File: src/rtl/fifo_wr_arb_if.sv
// -----------------------------------------------------------------------------
// fifo_wr_arb_if: requester/FIFO-side bundle for the two-port write arbiter.
//   req0/din0, req1/din1 : requester words, held until taken
//   data_count           : occupancy of the 8-entry FIFO (0..8)
//   gnt0/gnt1            : current owner of the FIFO write port
//   wr_en/dout           : FIFO write strobe and write data
// master = requester/FIFO side, slave = arbiter.
// -----------------------------------------------------------------------------
interface fifo_wr_arb_if #(
  parameter int unsigned DW = 32
);
  logic          req0;
  logic [DW-1:0] din0;
  logic          req1;
  logic [DW-1:0] din1;
  logic [3:0]    data_count;
  logic          gnt0;
  logic          gnt1;
  logic          wr_en;
  logic [DW-1:0] dout;

  modport master (
    output req0, din0, req1, din1, data_count,
    input  gnt0, gnt1, wr_en, dout
  );

  modport slave (
    input  req0, din0, req1, din1, data_count,
    output gnt0, gnt1, wr_en, dout
  );
endinterface

File: src/rtl/fifo_wr_arb.sv
// -----------------------------------------------------------------------------
// fifo_wr_arb: two-requester write arbiter in front of an 8-entry FIFO.
// Grants are held for up to BURST beats while the other side waits, handed
// over without a gap cycle, and ties from IDLE go to the requester that was
// not granted last. Writes are suppressed whenever the FIFO reports full.
//   clk      : clock, rising edge
//   reset_n  : asynchronous active-low reset
//   bus      : fifo_wr_arb_if.slave (req/din per requester, data_count in;
//              gnt0/gnt1/wr_en/dout out)
// gnt0/gnt1 decode the state register; wr_en/dout are combinational so a
// beat can happen in the first granted cycle.
// -----------------------------------------------------------------------------
module fifo_wr_arb #(
  parameter int unsigned BURST = 4,
  parameter int unsigned DW    = 32
) (
  input  logic          clk,
  input  logic          reset_n,
  fifo_wr_arb_if.slave  bus
);

  localparam int unsigned CW       = (BURST > 1) ? $clog2(BURST) : 1;
  localparam logic [CW-1:0] CNT_LAST = CW'(BURST - 1);

  localparam logic [1:0] IDLE = 2'b00;
  localparam logic [1:0] GNT0 = 2'b01;
  localparam logic [1:0] GNT1 = 2'b10;

  logic [1:0]    state;
  logic [1:0]    state_nxt;
  logic [CW-1:0] burst_cnt;
  logic [CW-1:0] burst_cnt_nxt;
  logic          last;
  logic          last_nxt;

  logic          full_c;
  logic          beat_c;
  logic          at_end_c;
  logic [DW-1:0] dout_c;

  // Full is judged from occupancy alone; a same-cycle read does not help.
  always_comb begin
    full_c   = (bus.data_count == 4'd8);
    beat_c   = ~full_c & (((state == GNT0) & bus.req0) |
                          ((state == GNT1) & bus.req1));
    at_end_c = (burst_cnt == CNT_LAST);
  end

  // State, burst counter and tie-break history.
  always_ff @(posedge clk or negedge reset_n) begin
    if (!reset_n) begin
      state     <= IDLE;
      burst_cnt <= '0;
      last      <= 1'b1;
    end else begin
      state     <= state_nxt;
      burst_cnt <= burst_cnt_nxt;
      last      <= last_nxt;
    end
  end

  // Next-state: grant selection, burst handover and counter maintenance.
  always_comb begin
    state_nxt     = state;
    burst_cnt_nxt = burst_cnt;
    last_nxt      = last;

    case (state)
      IDLE: begin
        if (bus.req0 && bus.req1) begin
          state_nxt = last ? GNT0 : GNT1;
        end else if (bus.req0) begin
          state_nxt = GNT0;
        end else if (bus.req1) begin
          state_nxt = GNT1;
        end
      end
      GNT0: begin
        if (!bus.req0) begin
          state_nxt = bus.req1 ? GNT1 : IDLE;
        end else if (beat_c && at_end_c && bus.req1) begin
          state_nxt = GNT1;
        end
      end
      GNT1: begin
        if (!bus.req1) begin
          state_nxt = bus.req0 ? GNT0 : IDLE;
        end else if (beat_c && at_end_c && bus.req0) begin
          state_nxt = GNT0;
        end
      end
      default: state_nxt = IDLE;
    endcase

    // Counter restarts on any owner change; otherwise it wraps at BURST-1.
    if (state_nxt != state) begin
      burst_cnt_nxt = '0;
    end else if (beat_c) begin
      burst_cnt_nxt = at_end_c ? '0 : burst_cnt + CW'(1);
    end

    if (state_nxt == GNT0) begin
      last_nxt = 1'b0;
    end else if (state_nxt == GNT1) begin
      last_nxt = 1'b1;
    end
  end

  always_comb begin
    dout_c = (state == GNT1) ? bus.din1 : bus.din0;
  end

  assign bus.gnt0  = (state == GNT0);
  assign bus.gnt1  = (state == GNT1);
  assign bus.wr_en = beat_c;
  assign bus.dout  = dout_c;

endmodule

File: src/flat_wrapper.sv
// flat-port wrapper written by rule: the top's interface ports become plain ports
module fifo_wr_arb_flat 
#(
  parameter int unsigned BURST = 4,
  parameter int unsigned DW    = 32
)
  (clk, reset_n, bus_req0, bus_din0, bus_req1, bus_din1, bus_data_count, bus_gnt0, bus_gnt1, bus_wr_en, bus_dout);
  fifo_wr_arb_if #(.DW(DW)) bus_i ();
  input  logic clk;
  input  logic reset_n;
  input wire logic [$bits(bus_i.req0)-1:0] bus_req0;
  input wire logic [$bits(bus_i.din0)-1:0] bus_din0;
  input wire logic [$bits(bus_i.req1)-1:0] bus_req1;
  input wire logic [$bits(bus_i.din1)-1:0] bus_din1;
  input wire logic [$bits(bus_i.data_count)-1:0] bus_data_count;
  output wire logic [$bits(bus_i.gnt0)-1:0] bus_gnt0;
  output wire logic [$bits(bus_i.gnt1)-1:0] bus_gnt1;
  output wire logic [$bits(bus_i.wr_en)-1:0] bus_wr_en;
  output wire logic [$bits(bus_i.dout)-1:0] bus_dout;
  assign bus_i.req0 = bus_req0;
  assign bus_i.din0 = bus_din0;
  assign bus_i.req1 = bus_req1;
  assign bus_i.din1 = bus_din1;
  assign bus_i.data_count = bus_data_count;
  assign bus_gnt0 = bus_i.gnt0;
  assign bus_gnt1 = bus_i.gnt1;
  assign bus_wr_en = bus_i.wr_en;
  assign bus_dout = bus_i.dout;
  fifo_wr_arb #(.BURST(BURST), .DW(DW)) u_core (.clk(clk), .reset_n(reset_n), .bus(bus_i));
endmodule
File: config.mk
export PLATFORM = sky130hd
export DESIGN_NAME = fifo_wr_arb_flat
export DESIGN_NICKNAME = d
export VERILOG_FILES = /design/src/rtl/fifo_wr_arb_if.sv /design/src/rtl/fifo_wr_arb.sv /design/src/flat_wrapper.sv
export SDC_FILE = /design/constraint.sdc
export NUM_CORES = 1
export LEC_CHECK = 0
export BUFFER_PORTS_ARGS = -buffer_cell sky130_fd_sc_hd__buf_2
export CORE_MARGIN = 5
export CORE_UTILIZATION = 33
export CTS_CLUSTER_DIAMETER = 30
export DETAILED_ROUTE_END_ITERATION = 8
export PLACE_DENSITY_LB_ADDON = 0.15
export SLEW_MARGIN = 20
export SYNTH_ARGS = -nofsm -noshare
export SYNTH_HDL_FRONTEND = slang
export SYNTH_SLANG_ARGS = --single-unit
File: constraint.sdc
create_clock -name clk -period 4.9 [get_ports clk]
set_input_delay 0 -clock clk [delete_from_list [all_inputs] [get_ports clk]]
set_output_delay 0 -clock clk [all_outputs]
set_load 0.05 [all_outputs]
# Word-level counts from Yosys, hierarchy flattened
# Index checks and enable logic that the tools add are counted.
# op_classes
eq_ne	7
add_sub_neg	1
muxes	17
reduce_logical	7
n_bitwise	5
# ops
op	n
32-bit two-way mux	1
2-bit two-way mux	12
2-bit equality test (second input constant)	3
2-bit one-hot mux with 3 select lines	1
2-bit by 1-bit equality test with 1-bit output (second input constant)	2
4-bit equality test (second input constant)	1
1-bit logical AND	4
2-bit nonzero test	2
1-bit bitwise AND	3
1-bit two-way mux	3
2-bit by 1-bit adder with 2-bit output (second input constant)	1
2-bit zero test	1
2-bit != test	1
1-bit inverter	1
1-bit OR	1
# word_totals
ff_bits	5
inputBits	72
out_inout_bits	35
word_cells	40

# Longest topological paths before layout
# depth
ltp_word	12
depth_mapped	7
depth_no_buf	6

# Worst setup path after synthesis
# Ideal clock, no wire load.
# synth_timing
path_kind	flip-flop to flip-flop
from	reg u_core.burst_cnt[0]
to	reg u_core.last
path_slack_ps	3261
arrival_ps	1564
stages_incl_launch_ff	7
setup_time_ps	75
required_time_ps	4825
path_cell_list	dfrtp_1 > ha_1 > nand2_1 > mux2_2 > a21oi_1 > ha_1 > mux2i_1
# synth_via
elab_chain_cells	8
# synth_rtl
element	line_no	source
start: declaration	fifo_wr_arb.sv:31	logic [CW-1:0] burst_cnt;
start signal: assignment	fifo_wr_arb.sv:57	burst_cnt <= burst_cnt_nxt;
2-bit equality test (*)	fifo_wr_arb.sv:46	at_end_c = (burst_cnt == CNT_LAST);
1-bit logical AND (*)	fifo_wr_arb.sv:81, fifo_wr_arb.sv:88	
1-bit logical AND (on tied branches)	fifo_wr_arb.sv:88, fifo_wr_arb.sv:81	
2-bit two-way mux (on tied branches)	fifo_wr_arb.sv:88, fifo_wr_arb.sv:81	
2-bit two-way mux (on tied branches)	fifo_wr_arb.sv:86, fifo_wr_arb.sv:79	
2-bit one-hot mux with 3 select lines (*)	fifo_wr_arb.sv:68	case (state)
named net u_core.state_nxt[0]	fifo_wr_arb.sv:30	logic [1:0] state_nxt;
2-bit by 1-bit equality test with 1-bit output / 2-bit equality test (equally long branches)	fifo_wr_arb.sv:102, fifo_wr_arb.sv:104	
1-bit two-way mux / 2-bit nonzero test (equally long branches)	n/a	
end signal: assignment	fifo_wr_arb.sv:58	last <= last_nxt;
end: declaration	fifo_wr_arb.sv:33	logic last;
# The timed path passes the listed nets; every way through them passes the cells marked *.
# A chain may end at the register's enable or synchronous reset.

# Worst setup path in the final report
# layout_timing
from	reg u_core.state[0]
to	out bus_dout[4]
# layout_via
elab_chain_cells	2
# layout_rtl
element	line_no	source
start: declaration	fifo_wr_arb.sv:29	logic [1:0] state;
start signal: assignment	fifo_wr_arb.sv:56	state <= state_nxt;
2-bit equality test	fifo_wr_arb.sv:110	dout_c = (state == GNT1) ? bus.din1 : bus.din0;
32-bit two-way mux	fifo_wr_arb.sv:110	
end: declaration	flat_wrapper.sv:19	output wire logic [$bits(bus_i.dout)-1:0] bus_dout;
# No other way between the ends.

==> run summary <==
The flow ran to the end, and the final reports show no timing, DRC or antenna violations. The path class of the tightest hold or removal check is in -> reg. The floorplan die area came out at 0.00341 mm^2. The synthesis-to-layout area growth is 74.8%.

The initial antenna violation count is 0. In the finished design, the share of the clock period the worst path needs comes to between 40% and 50%. The total inserted antenna cells came out at 0. The power per cell area is 315 mW/mm^2. The worst-skew pair later-pin latency came out at 240 ps. The critical path goes through inv_1 -> nand2_2 -> mux2_2 -> buf_2. The number of buffers and inverters on the critical path is 2. The final number of max-transition violations is 0.

The weighted congestion at the end of routability-driven global placement is 0.788. The count of cells in the finished layout, fillers not included, comes to 213. The area after detailed placement is between 0.001 and 0.0015 mm^2. Across the routed clock network, the largest skew measured is 2.06 ps. For this configuration, the core starts out at a cell density of 34.6%.

The final worst hold slack is 28.6 ps. Of the cells placed in the final design, the portion with a size suffix greater than 1 is 80.0%. The first-pass GRT wire length came out at 4320 um. The net count after synthesis is 152. The setup slack after layout came out at 2900 ps. The filler cells instantiated in the layout total 200.

The data arrival time of the critical path came out at 2000 ps. The post-layout utilization of the core came out at about 61%. The total global routing overflow came out at 0. The number of failing hold endpoints at the final stage is 0. STA classifies the critical path endpoint as a primary output. The met3 track demand over resource came out at 3.73%. Yosys attributes the largest share of cell area to sky130_fd_sc_hd__mux2_2 48%, sky130_fd_sc_hd__dfrtp_1 13%, sky130_fd_sc_hd__mux2i_1 5.2%. The clock transition at the register clock pins on the worst setup and hold paths after CTS is 40 ps. The time the worst path needs with I/O delays and setup came out at 2000 ps. The share of synthesized area occupied by flip-flops and latches came out at ~16%. A synthesized cell averages 9.91 um^2. The met1 layer usage reported by global route came out at 15.1%.

The fraction of power consumed by combinational cells is roughly three quarters. met2 is the most crowded layer. Of all nets on the critical path, the largest fanout is 33. The global routing usage summed across all routing layers came out at about 16%. The library cell with the largest summed area after synthesis is sky130_fd_sc_hd__mux2_2. Pin placement for this block handled 107 I/O pins. The clock drives 5 sinks. The number of different library cells used by synthesis comes to 20. In this run the clock root is driven by a sky130_fd_sc_hd__clkbuf_4. For this run, the slowest stage of the critical path takes roughly 550 ps. Using the TritonRoute via totals, the vias-per-cell ratio works out to 4.73. The final net count came out at 260. The yosys synthesis warning count came out at 0. The standard cell core area came out at about 0.0022 mm^2.

During placement, the flow inserted port buffers numbering 106. The number of search-and-repair iterations in the first detailed-routing pass came out at 4. The total setup violations reported at the end of the flow is 0. The H-tree depth reported by CTS is 1. The routed length per instance came out at 14.5 um. The tightest slew margin relative to the limit is 52.7%. The fraction of met2 tracks used by global routing is 32.4%. The total negative slack is 0 ps. Including well taps, the total number of placed cells is 208. In this run, synthesis produced a sequential element count of 5. The die boundary width came out at 58.4 um.

Entering global routing, the biggest net connects 34 pins. The clock network fraction of total power came out at between 10% and 20%. At the pin with the least slew margin, the transition time is 706 ps. The total CTS buffers is 3. The cell at the slowest stage of the critical path is sky130_fd_sc_hd__nand2_2. The startpoint class of the critical path is a flop. Static timing analysis puts the maximum clock frequency at approximately 500 MHz.

The sum of routed wire length over all layers is around 3100 um. The number of design rule violations left after detail routing is 0. The die is just under 60 um tall. Data on the critical path is required at its endpoint by 4900 ps. The static leakage is 0.773 nW. After technology mapping, the gate count stands at 78. The kind of critical path is reg -> out. The switching part of the total came out at a little under three fifths. Detailed placement ended at an HPWL of 2770 um. The via count of the first global-routing pass is around 1000. The relative contribution of sequential cells to total power is 15.2%. Across the VDD grid, the largest voltage drop is 0.206 mV.

Summed over its instances, the top area cell type makes up 48.1% of the synthesized netlist area. The cell family contributing the most delay on the critical path is simple AND/OR/NAND/NOR gates. The total power came out at 0.425 mW. The remaining number of nets flagged by the antenna check after routing is 0.

The count of buffers added by post-CTS timing repair for setup came out at 0. The number of core rows is 17. The CTS tree is yes. The clock passes through at most 2 buffers. The overall via count from detail_route is 1007. OpenSTA, run right after detailed placement, puts the worst setup slack at 3010 ps. Setup repair after global routing left no endpoint under its margin. After routing the design area is around 0.0014 mm^2. The internal power contribution is ~0.19 mW. The DRC marker count from the first detailed-route iteration came out at 26.

The post-synth design cell area is ~770 um^2. The switching power of the nets is 0.236 mW. The number of max-capacitance violations reported is 0.
-- power groups by stage --
stage	Sequential [mW]	Combinational (mW)	Clock [mW]
3_5_place_dp	0.0654	0.316	0
5_1_grt	0.0665	0.332	0.0517
2_1_floorplan	0.0596	0.247	0
4_1_cts	0.0647	0.317	0.0493
3_3_place_gp	0.0640	0.310	0
6_report	0.0648	0.314	0.0467
-- cell usage after synthesis --
cell	n
sky130_fd_sc_hd__a21boi_4	1
sky130_fd_sc_hd__o21ai_0	2
sky130_fd_sc_hd__inv_1	4
sky130_fd_sc_hd__mux2i_1	4
sky130_fd_sc_hd__buf_4	3
sky130_fd_sc_hd__dfrtp_1	4
sky130_fd_sc_hd__ha_1	2
sky130_fd_sc_hd__nor2_1	4
sky130_fd_sc_hd__a211oi_2	1
sky130_fd_sc_hd__a21o_1	2
sky130_fd_sc_hd__o211ai_1	1
sky130_fd_sc_hd__dfstp_2	1
sky130_fd_sc_hd__nand2_1	5
sky130_fd_sc_hd__a21oi_1	4
sky130_fd_sc_hd__buf_2	1
sky130_fd_sc_hd__nand3b_1	2
sky130_fd_sc_hd__and3_1	1
sky130_fd_sc_hd__nor3b_1	2
sky130_fd_sc_hd__mux2_2	33
sky130_fd_sc_hd__or4b_4	1
-- metal layers --
metal  vias up  share of wire, %  wire length [um]
met3         8                10               318
li1        502                 -                 -
met4         0               2.7                85
met5         -                 0                 0
met1       442                31               954
met2        55                56              1740
-- repair_timing --
item,in CTS,in global routing
hold endpoints to repair,5,0
resized for setup,0,0
hold buffers,1,0
-- flip-flops by register name, indices dropped and copies added, names as in the netlist --
register,flops
u_core.burst_cnt,2
u_core.last,1
u_core.state,2
-- worst register-to-register path, stage by stage, from the launching register on --
cell                      delay, ps
sky130_fd_sc_hd__dfrtp_1        390
sky130_fd_sc_hd__ha_1           230
sky130_fd_sc_hd__nand2_1        120
sky130_fd_sc_hd__mux2_2         350
sky130_fd_sc_hd__a21oi_1        210
sky130_fd_sc_hd__ha_1           270
sky130_fd_sc_hd__mux2i_1        160
-- cells by family (layout without fill, tap and decap cells) --
| family | after synthesis | count (layout) | share of synthesized area [%] |
|---|---|---|---|
| flops | 5 | 5 | 16.3 |
| simple gates | 15 | 15 | 10.8 |
| buf+inv | 8 | 115 | 5.50 |
| compound gates | 11 | 11 | 10.8 |
| mux | 37 | 37 | 53.2 |
| fa+ha+maj | 2 | 2 | 3.24 |
-- layout by cell type, fill, tap and decap left out --
cell,Yosys,final
sky130_fd_sc_hd__mux2_2,33,33
sky130_fd_sc_hd__dfrtp_1,4,4
sky130_fd_sc_hd__a21oi_1,4,4
sky130_fd_sc_hd__inv_1,4,4
sky130_fd_sc_hd__nor3b_1,2,2
sky130_fd_sc_hd__a21o_1,2,2
sky130_fd_sc_hd__dlygate4sd3_1,0,1
sky130_fd_sc_hd__clkinv_2,0,1
sky130_fd_sc_hd__buf_2,1,106
sky130_fd_sc_hd__clkbuf_4,0,3
sky130_fd_sc_hd__mux2i_1,4,4
sky130_fd_sc_hd__a21boi_4,1,1
sky130_fd_sc_hd__o21ai_0,2,2
sky130_fd_sc_hd__nand2_1,5,4
sky130_fd_sc_hd__nand3b_1,2,2
sky130_fd_sc_hd__nand2_2,0,1
sky130_fd_sc_hd__or4b_4,1,1
sky130_fd_sc_hd__a211oi_2,1,1
sky130_fd_sc_hd__ha_1,2,2
sky130_fd_sc_hd__dfstp_2,1,1
sky130_fd_sc_hd__and3_1,1,1
sky130_fd_sc_hd__nor2_1,4,4
sky130_fd_sc_hd__o211ai_1,1,1
-- path summary, 6_finish.rpt --
check | end | slack, ps | start | depth (start not counted)
max reg2reg | u_core.last$_DFFE_PN1P_ | 3100 | u_core.burst_cnt[0]$_DFFE_PN0P_ | 6
min | u_core.state[0]$_DFF_PN0_ | 30 | bus_req1 | 2
min reg2reg | u_core.last$_DFFE_PN1P_ | 520 | u_core.last$_DFFE_PN1P_ | 2
max | bus_dout[4] | 2900 | u_core.state[0]$_DFF_PN0_ | 4
max in group asynchronous | u_core.last$_DFFE_PN1P_ | 4590 | reset_n | 2
min in group asynchronous | u_core.state[0]$_DFF_PN0_ | 110 | reset_n | 2
-- layout make-up --
class	count	area [um^2]	area share [%]
Inverter	4	15.0	1.11
Multi-Input combinational cell	65	607	44.9
Tap cell	28	35.0	2.59
Clock inverter	1	5.00	0.370
Sequential cell	5	126	9.35
Clock buffer	3	22.5	1.67
Timing Repair Buffer	107	541	40.0
(Power assumes the default switching activity.)
